File: config.mk
export PLATFORM = sky130hd
export DESIGN_NAME = rv_div_seq
export DESIGN_NICKNAME = d
export VERILOG_FILES = /design/src/rtl/rv_div_seq_pkg.sv /design/src/rtl/rv_alu.sv /design/src/rtl/rv_div_seq.sv
export SDC_FILE = /design/constraint.sdc
export NUM_CORES = 1
export LEC_CHECK = 0
export CORE_UTILIZATION = 40
export CTS_CLUSTER_SIZE = 8
export DETAILED_ROUTE_END_ITERATION = 8
export PLACE_DENSITY_LB_ADDON = 0.2
export REMOVE_ABC_BUFFERS = 1
export SLEW_MARGIN = 10
export SYNTH_ARGS = -nofsm -noshare
export SYNTH_HDL_FRONTEND = slang
export SYNTH_HIERARCHICAL = 1
export SYNTH_SLANG_ARGS = --single-unit
File: constraint.sdc
create_clock -name i_clk -period 11.9 [get_ports i_clk]
set_input_delay 3.57 -clock i_clk [delete_from_list [all_inputs] [get_ports i_clk]]
set_output_delay 3.57 -clock i_clk [all_outputs]
set_load 0.005 [all_outputs]
File: src/rtl/rv_div_seq_pkg.sv
// Shared types and constants for the sequential M-extension divider.
// Operation and state encodings plus the ALU control codes reused from the core.
package rv_div_seq_pkg;

  localparam int DIV_XLEN  = 32;
  localparam int DIV_TAG_W = 5;

  localparam logic [3:0] SRC_ALU_CTRL_ADD  = 4'd0;
  localparam logic [3:0] SRC_ALU_CTRL_SUB  = 4'd1;
  localparam logic [3:0] SRC_ALU_CTRL_AND  = 4'd2;
  localparam logic [3:0] SRC_ALU_CTRL_OR   = 4'd3;
  localparam logic [3:0] SRC_ALU_CTRL_XOR  = 4'd4;
  localparam logic [3:0] SRC_ALU_CTRL_SLT  = 4'd5;
  localparam logic [3:0] SRC_ALU_CTRL_SLTU = 4'd6;

  typedef enum logic [1:0] {
    DIV_OP_DIV  = 2'b00,
    DIV_OP_DIVU = 2'b01,
    DIV_OP_REM  = 2'b10,
    DIV_OP_REMU = 2'b11
  } div_op_e;

  typedef enum logic [1:0] {
    DIV_ST_IDLE = 2'd0,
    DIV_ST_CALC = 2'd1,
    DIV_ST_FIX  = 2'd2,
    DIV_ST_DONE = 2'd3
  } div_state_e;

  // Bit 0 of the op selects unsigned, bit 1 selects remainder.
  function automatic logic f_op_signed(input logic [1:0] op);
    return ~op[0];
  endfunction

  function automatic logic f_op_rem(input logic [1:0] op);
    return op[1];
  endfunction

endpackage

File: src/rtl/rv_alu.sv
// Core integer ALU; the divider owns a private copy and uses only its SUB path.
// Purely combinational.
module rv_alu
  import rv_div_seq_pkg::*;
#(
  parameter int XLEN = DIV_XLEN
) (
  input  logic [XLEN-1:0] i_a,
  input  logic [XLEN-1:0] i_b,
  input  logic [3:0]      i_ctrl,
  output logic [XLEN-1:0] o_result
);

  always_comb begin
    o_result = '0;
    case (i_ctrl)
      SRC_ALU_CTRL_ADD:  o_result = i_a + i_b;
      SRC_ALU_CTRL_SUB:  o_result = i_a - i_b;
      SRC_ALU_CTRL_AND:  o_result = i_a & i_b;
      SRC_ALU_CTRL_OR:   o_result = i_a | i_b;
      SRC_ALU_CTRL_XOR:  o_result = i_a ^ i_b;
      SRC_ALU_CTRL_SLT:  o_result = {{(XLEN-1){1'b0}}, ($signed(i_a) < $signed(i_b))};
      SRC_ALU_CTRL_SLTU: o_result = {{(XLEN-1){1'b0}}, (i_a < i_b)};
      default:           o_result = '0;
    endcase
  end

endmodule

File: src/rtl/rv_div_seq.sv
// Multi-cycle restoring divider for DIV/DIVU/REM/REMU, one quotient bit per cycle.
// Request: accepted on a cycle with i_req_valid && o_req_ready; response: consumed on o_rsp_valid && i_rsp_ready, data/tag held until then.
module rv_div_seq
  import rv_div_seq_pkg::*;
#(
  parameter int XLEN = DIV_XLEN
) (
  input  logic                 i_clk,
  input  logic                 i_rst,
  input  logic                 i_req_valid,
  output logic                 o_req_ready,
  input  logic [1:0]           i_req_op,
  input  logic [XLEN-1:0]      i_req_a,
  input  logic [XLEN-1:0]      i_req_b,
  input  logic [DIV_TAG_W-1:0] i_req_tag,
  output logic                 o_rsp_valid,
  input  logic                 i_rsp_ready,
  output logic [XLEN-1:0]      o_rsp_data,
  output logic [DIV_TAG_W-1:0] o_rsp_tag,
  input  logic                 i_flush,
  output logic                 o_busy,
  output logic [1:0]           o_dbg_state
);

  localparam int CNT_W = $clog2(XLEN);
  localparam logic [XLEN-1:0] MIN_NEG = {1'b1, {(XLEN-1){1'b0}}};

  div_state_e           r_state;
  logic [1:0]           r_op;
  logic [DIV_TAG_W-1:0] r_tag;
  logic [XLEN-1:0]      r_div;
  logic [XLEN-1:0]      r_rem;
  logic [XLEN-1:0]      r_q;
  logic [XLEN-1:0]      r_data;
  logic [CNT_W-1:0]     r_cnt;
  logic                 r_neg_q;
  logic                 r_neg_r;
  logic                 r_valid;

  logic            w_signed;
  logic [XLEN-1:0] w_a_mag;
  logic [XLEN-1:0] w_b_mag;
  logic            w_div0;
  logic            w_ovf;
  logic [XLEN-1:0] w_special_data;
  logic [XLEN-1:0] w_shifted;
  logic            w_msb;
  logic            w_ge;
  logic [XLEN-1:0] w_fix_val;
  logic            w_fix_neg;
  logic [XLEN-1:0] w_alu_a;
  logic [XLEN-1:0] w_alu_b;
  logic [XLEN-1:0] w_alu_res;

  assign w_signed = f_op_signed(i_req_op);
  assign w_a_mag  = (w_signed && i_req_a[XLEN-1]) ? (~i_req_a + 1'b1) : i_req_a;
  assign w_b_mag  = (w_signed && i_req_b[XLEN-1]) ? (~i_req_b + 1'b1) : i_req_b;
  assign w_div0   = (i_req_b == '0);
  assign w_ovf    = w_signed && (i_req_a == MIN_NEG) && (i_req_b == '1);

  // Divide-by-zero and signed overflow never enter the iteration loop.
  assign w_special_data = w_div0 ? (f_op_rem(i_req_op) ? i_req_a : '1)
                                 : (f_op_rem(i_req_op) ? '0 : MIN_NEG);

  // The remainder is effectively XLEN+1 bits wide; w_msb carries the top bit.
  assign w_shifted = {r_rem[XLEN-2:0], r_q[XLEN-1]};
  assign w_msb     = r_rem[XLEN-1];
  assign w_ge      = w_msb | (w_shifted >= r_div);

  assign w_fix_val = f_op_rem(r_op) ? r_rem : r_q;
  assign w_fix_neg = f_op_rem(r_op) ? r_neg_r : r_neg_q;

  always_comb begin
    w_alu_a = '0;
    w_alu_b = '0;
    case (r_state)
      DIV_ST_CALC: begin
        w_alu_a = w_shifted;
        w_alu_b = r_div;
      end
      DIV_ST_FIX: begin
        w_alu_a = '0;
        w_alu_b = w_fix_val;
      end
      default: begin
        w_alu_a = '0;
        w_alu_b = '0;
      end
    endcase
  end

  rv_alu #(.XLEN(XLEN)) u_alu (
    .i_a      (w_alu_a),
    .i_b      (w_alu_b),
    .i_ctrl   (SRC_ALU_CTRL_SUB),
    .o_result (w_alu_res)
  );

  always_ff @(posedge i_clk or posedge i_rst) begin
    if (i_rst) begin
      r_state <= DIV_ST_IDLE;
      r_op    <= '0;
      r_tag   <= '0;
      r_div   <= '0;
      r_rem   <= '0;
      r_q     <= '0;
      r_data  <= '0;
      r_cnt   <= '0;
      r_neg_q <= 1'b0;
      r_neg_r <= 1'b0;
      r_valid <= 1'b0;
    end else if (i_flush) begin
      r_state <= DIV_ST_IDLE;
      r_valid <= 1'b0;
    end else begin
      case (r_state)
        DIV_ST_IDLE: begin
          if (i_req_valid) begin
            r_op    <= i_req_op;
            r_tag   <= i_req_tag;
            r_div   <= w_b_mag;
            r_neg_q <= w_signed & (i_req_a[XLEN-1] ^ i_req_b[XLEN-1]);
            r_neg_r <= w_signed & i_req_a[XLEN-1];
            r_rem   <= '0;
            r_q     <= w_a_mag;
            r_cnt   <= '0;
            if (w_div0 || w_ovf) begin
              r_data  <= w_special_data;
              r_valid <= 1'b1;
              r_state <= DIV_ST_DONE;
            end else begin
              r_state <= DIV_ST_CALC;
            end
          end
        end
        DIV_ST_CALC: begin
          r_rem <= w_ge ? w_alu_res : w_shifted;
          r_q   <= {r_q[XLEN-2:0], w_ge};
          r_cnt <= r_cnt + 1'b1;
          if (r_cnt == CNT_W'(XLEN-1)) begin
            r_state <= DIV_ST_FIX;
          end
        end
        DIV_ST_FIX: begin
          r_data  <= w_fix_neg ? w_alu_res : w_fix_val;
          r_valid <= 1'b1;
          r_state <= DIV_ST_DONE;
        end
        DIV_ST_DONE: begin
          if (i_rsp_ready) begin
            r_valid <= 1'b0;
            r_state <= DIV_ST_IDLE;
          end
        end
        default: r_state <= DIV_ST_IDLE;
      endcase
    end
  end

  assign o_req_ready = (r_state == DIV_ST_IDLE) && !i_flush;
  assign o_busy      = (r_state != DIV_ST_IDLE);
  assign o_rsp_valid = r_valid;
  assign o_rsp_data  = r_data;
  assign o_rsp_tag   = r_tag;
  assign o_dbg_state = r_state;

endmodule

== Word-level counts from Yosys, hierarchy flattened ==
Cells that the tools add are included.
Widths: inputs -> output; s select.

* Div/mod/pow operators: 0
* $mul: 0
* Add/subtract/negate cells: 4
* Reduce and logical (&&, ||, !) cells: 18
* Order comparisons: 1
* Muxes and demuxes: 31
* Shifts and indexed selects: 0
* Bitwise gates (word level): 8
* Equal/unequal tests: 12

{| class="wikitable"
|+ Operators with widths
! kind !! number
|-
| $mux 32 || 13
|-
| $pmux 32 s2 || 4
|-
| $add 32x1->32 const B || 2
|-
| $eq 32x32->1 const B || 2
|-
| $not 32->32 || 2
|-
| $ge 32x32->1 || 1
|-
| $logic_not 32->1 || 1
|-
| $sub 32x32->32 || 1
|-
| $ne 3x3->1 const B || 4
|-
| $mux 2 || 5
|-
| $pmux 5 s2 || 1
|-
| $reduce_and 3->1 || 3
|-
| $pmux 2 s4 || 1
|-
| $reduce_and 4->1 || 2
|-
| $reduce_bool 2->1 || 3
|-
| $add 5x1->5 const B || 1
|-
| $eq 5x5->1 const B || 1
|-
| $logic_and 1x1->1 || 5
|-
| $mux 1 || 5
|-
| $mux 5 || 1
|-
| $eq 2x2->1 const B || 2
|-
| $ne 2x2->1 const B || 2
|-
| $reduce_bool 4->1 || 1
|-
| $pmux 1 s3 || 1
|-
| 8 further kinds || 10
|}

* Latch bits: 0
* Logic and storage cells: 85
* Memory bits (writable): 0
* Bits in read-only memories: 0
* Bits in registers: 145
* Memories: 0

== Depth between registers and ports, before layout ==
* Depth in word-level cells: 8
* Mapped depth: 22
* Gate-level depth less buffers: 19

== By module ==
Netlist, hierarchy kept.

{| class="wikitable"
|+ By module, submodules not included
! module !! times used !! cells each !! area an instance (um2)
|-
| rv_div_seq || 1 || 1257 || 10595.2
|-
| rv_alu || 1 || 773 || 5028.6
|}

== Worst setup path before layout ==
No wires, ideal clock.

* Kind: input to output
* From: in i_flush
* To: out o_req_ready
* Setup slack: 4.459 ns
* Arrival: 3.871 ns
* Stages on the path: 2
* Path buffers: 1
* Path through: buf_4 > nor2b_1

* Cells in the longest elaborated chain, start to end: 2

{| class="wikitable"
|+ RTL lines
! item !! RTL line !! RTL
|-
| start: declaration || rv_div_seq.sv:20 || <nowiki>input logic i_flush,</nowiki>
|-
| $logic_not 1->1 || rv_div_seq.sv:160 || <nowiki>assign o_req_ready = (r_state == DIV_ST_IDLE) && !i_flush;</nowiki>
|-
| $logic_and 1x1->1 || rv_div_seq.sv:160 ||
|-
| end: declaration || rv_div_seq.sv:11 || <nowiki>output logic o_req_ready,</nowiki>
|}

No other way between the ends.

== Final worst setup path ==
Ends and elaborated chain as after synthesis.

==> impl_results.md <==
- Layout area overhead: 13.2%
- Number of max-cap violations: 0
- I/O Buffers: 117
- Total number of vias: 15500
- Placement-stage cell area: 17100 um^2
- Leading cell types by count after synthesis: 198 x nand2_1, 190 x nor2_1, 165 x o21ai_0
- EDFF count, synth: 0
- Leftover overflow at the end of global routing: 0
- Sequential share of the synthesized area: 0.231
- Power density over the cells: 159 nW/um^2
- Post-route DRC: 0
- Synthesized flop and latch total: 144
- Most used cell, CP: clkdlybuf4s50_1
- Crit path DAT: 4.95 ns
- Worst Hold Class: reg -> reg
- Ordered cell list for the critical path: clkdlybuf4s50_1 > nor2b_1 > clkdlybuf4s50_1
- RR Startpoint: o_dbg_state[1]$_DFFE_PP0P_
- Clock transition at the register clock pins on the worst setup and hold paths after CTS: 0.06 ns
- Outcome: finished clean
- Internal cell power: 1.51 mW
- Maximum buffer depth of the clock tree: 2
- Number of nets in the finished design: 2284
- Psw: 1.30 mW
- First-pass GRT wire length: 82400 um
- Weighted congestion reported at the end of routability-driven placement: 0.920
- Mean number of vias per cell: 5.96
- Post-place setup slack: 3.38 ns
- Critical Path Start: i_flush
- Worst path buffer plus inverter count: 2
- Final number of hold-violating endpoints: 0
- Fill cells: 3906
- Max_slew headroom: 0.126
- Number of optimization iterations in the first detailed-route pass: 6
- Ant diodes: 0
- Dominant cell by count in the synthesized netlist: nand2_1
- Number of resized instances in the post-cts repair step: 0
- Slowest Stage Delay on Critical Path: 0.59 ns
- Die Area: 39900 um^2
- Final worst path period share: 0.716
- Top fanout value on the critical path: 8
- Final Worst Setup Slack: 3.38 ns
- Biggest area contributors in the synthesized netlist: dfrtp_1 23%, ha_1 12%, o21ai_0 5.3%
- Number of buffers created by CTS: 17
- Switching share of total power: 0.462
- Clk Latency, worst-skew pair: 0.44 ns
- Proportion of power drawn by flip-flops and latches: 0.272
- Buffer cell driving the clock tree root: clkbuf_16
- Total length of routed wires: 52700 um
- Design Area, Final: 17700 um^2
- Highest clock frequency the design can meet: 0.117 GHz
- Share of total power in the clock network: 0.190
- Nature of the critical path endpoint: output pin
- Site Rows: 72
- Hold Buf Count CTS: 0
- Number of top-level design ports: 118
- Netlist area before placement: 15600 um^2
- Number of different library cells in the post-synthesis netlist: 85
- Worst-Margin Slew: 1.29 ns
- Clock Skews: 0.0102 ns
- Final count of pins violating max slew: 0
- Number of buffers inserted to repair setup after CTS: 0
- Number of violations reported at the end of detailed-routing iteration 0: 1638
- Mapped Avg Cell Area: 7.70 um^2
- Vias in the first global route: 14400
- Post-detailed-route count of antenna-violating nets: 0
- Tot GR Track Use: 0.265
- Cells after synthesis: 2030
- Die Y: 200 um
- Most frequently used flop master after synthesis: dfrtp_1
- HPWL after detailed placement: 38700 um
- Number of setup violations in the final report: 0
- Synth top area share: 0.231
- Fraction of final layout cells sized beyond drive strength 1: 0.0738
- Worst supply voltage drop on vdd: 0.164 mV
- Maximum level of the CTS H-tree: 4
- Slowest library cell on the worst path: clkdlybuf4s50_1
- Largest net degree at the start of global routing: 106
- Warnings, synthesis: 6
- Initial antenna violation count: 0
- Die Wd: 200 um
- Worst setup path class: in -> out
- Hold_sp: r_neg_q$_DFFE_PP0P_
- Core ar.: 38600 um^2
- Crit-path leading delay family: buffers and inverters
- Initial Utilization: 0.405
- Min Tclk post-route: 8.52 ns
- Routed length per instance: 20.3 um
- Static power due to leakage: 7.40 nW
- Cell accounting for the most synthesized area: dfrtp_1
- Synth async-reset ratio: 1.00
- CTS sink count: 144
- Clock tree from TritonCTS: done
- Worst Path Required: 8.33 ns
- Setup repair after global routing missed its margin: false
- Fraction of power consumed by combinational cells: 0.538
- Sort of element at the start of the critical path: primary input
==> worst min-delay path, stage by stage, from the launching register on <==
cell and delay [ns]:
dfrtp_1 0.34, nand2_1 0.05, o31ai_1 0.05
==> worst paths after layout <==
check                           cells after the start                          to  slack, ns
worst max-delay path                                3                 o_req_ready       3.38
worst min register to register                      2         r_neg_q$_DFFE_PP0P_       0.48
worst min-delay path                                2         r_neg_q$_DFFE_PP0P_       0.48
max in group asynchronous                           3  o_rsp_data[19]$_DFFE_PP0P_       6.90
worst max register to register                     22  o_rsp_data[16]$_DFFE_PP0P_       5.33
min in group asynchronous                           2  o_rsp_data[31]$_DFFE_PP0P_       3.65
==> layout by cell type (no fill, tap or decap), types with 30 or more instances in the layout <==
cell type / netlist / layout
ha_1: 145 / 143
a21oi_1: 116 / 115
o21ai_0: 165 / 165
clkdlybuf4s50_1: 0 / 117
nor3_1: 42 / 42
nand4_1: 54 / 54
a31oi_1: 51 / 51
and2_1: 38 / 38
dfrtp_1: 144 / 144
o2111ai_1: 32 / 32
nand2_1: 198 / 197
nand3_1: 48 / 48
mux2_4: 30 / 30
mux2_2: 36 / 36
a21boi_0: 31 / 31
xnor2_1: 47 / 47
nor2_1: 190 / 189
a32oi_1: 32 / 32
inv_1: 140 / 139
==> area by class of cell <==
| type | count | area [um^2] | share of cell area |
|---|---|---|---|
| well taps | 518 | 648 | 0.0367 |
| repair buffers | 136 | 1310 | 0.0743 |
| clock buffers | 18 | 429 | 0.0243 |
| clock inverters | 14 | 143 | 0.00807 |
| multi-input cells | 1622 | 11000 | 0.623 |
| inverters | 140 | 531 | 0.0300 |
| flip-flops and latches | 144 | 3600 | 0.204 |
==> logic make-up after synthesis <==
group	after synthesis	share of synthesized area
compound gates	611	0.256
xor+xnor	76	0.0426
fa+ha+maj	147	0.119
buf+inv	284	0.0719
flops	144	0.231
mux	82	0.0650
other cells	2	0.000481
simple gates	684	0.215
==> through the flow <==
step | setup TNS [ns] | power (mW) | util | hold slack (ns) | cells
CTS | 0 | 2.78 | 0.459 | 0.479 | 2592
global placement | 0 | 2.21 | 0.444 | 0.462 | 2560
finish | 0 | 2.81 | 0.459 | 0.481 | 2592
global route | 0 | 2.98 | 0.459 | 0.519 | 2592
detailed placement | 0 | 2.23 | 0.444 | 0.465 | 2560
floorplan | -173.47 | 1.72 | - | 0.444 | 1906
==> routing by layer <==
layer	share of wire	GRT usage	vias to the layer above
li1	-	-	7382
met2	0.44	0.404	581
met1	0.48	0.388	7423
met4	0.021	0.0783	0
met3	0.064	0.0338	66
met5	0	0	-
==> sequential cells by signal (all words and copies together), names as in the netlist, 2 cells and up <==
name and cells:
r_q 32, r_div 32, r_rem 32, r_cnt 5, o_dbg_state 2, o_rsp_data 32, o_rsp_tag 5
==> power by group through the flow <==
stage	clock network, mW	registers (mW)	logic [mW]
6_report	0.534	0.763	1.51
5_1_grt	0.560	0.777	1.64
4_1_cts	0.541	0.758	1.48
3_5_place_dp	0	0.765	1.47
3_3_place_gp	0	0.762	1.44
2_1_floorplan	0	0.723	0.996
(Power assumes the default switching activity.)
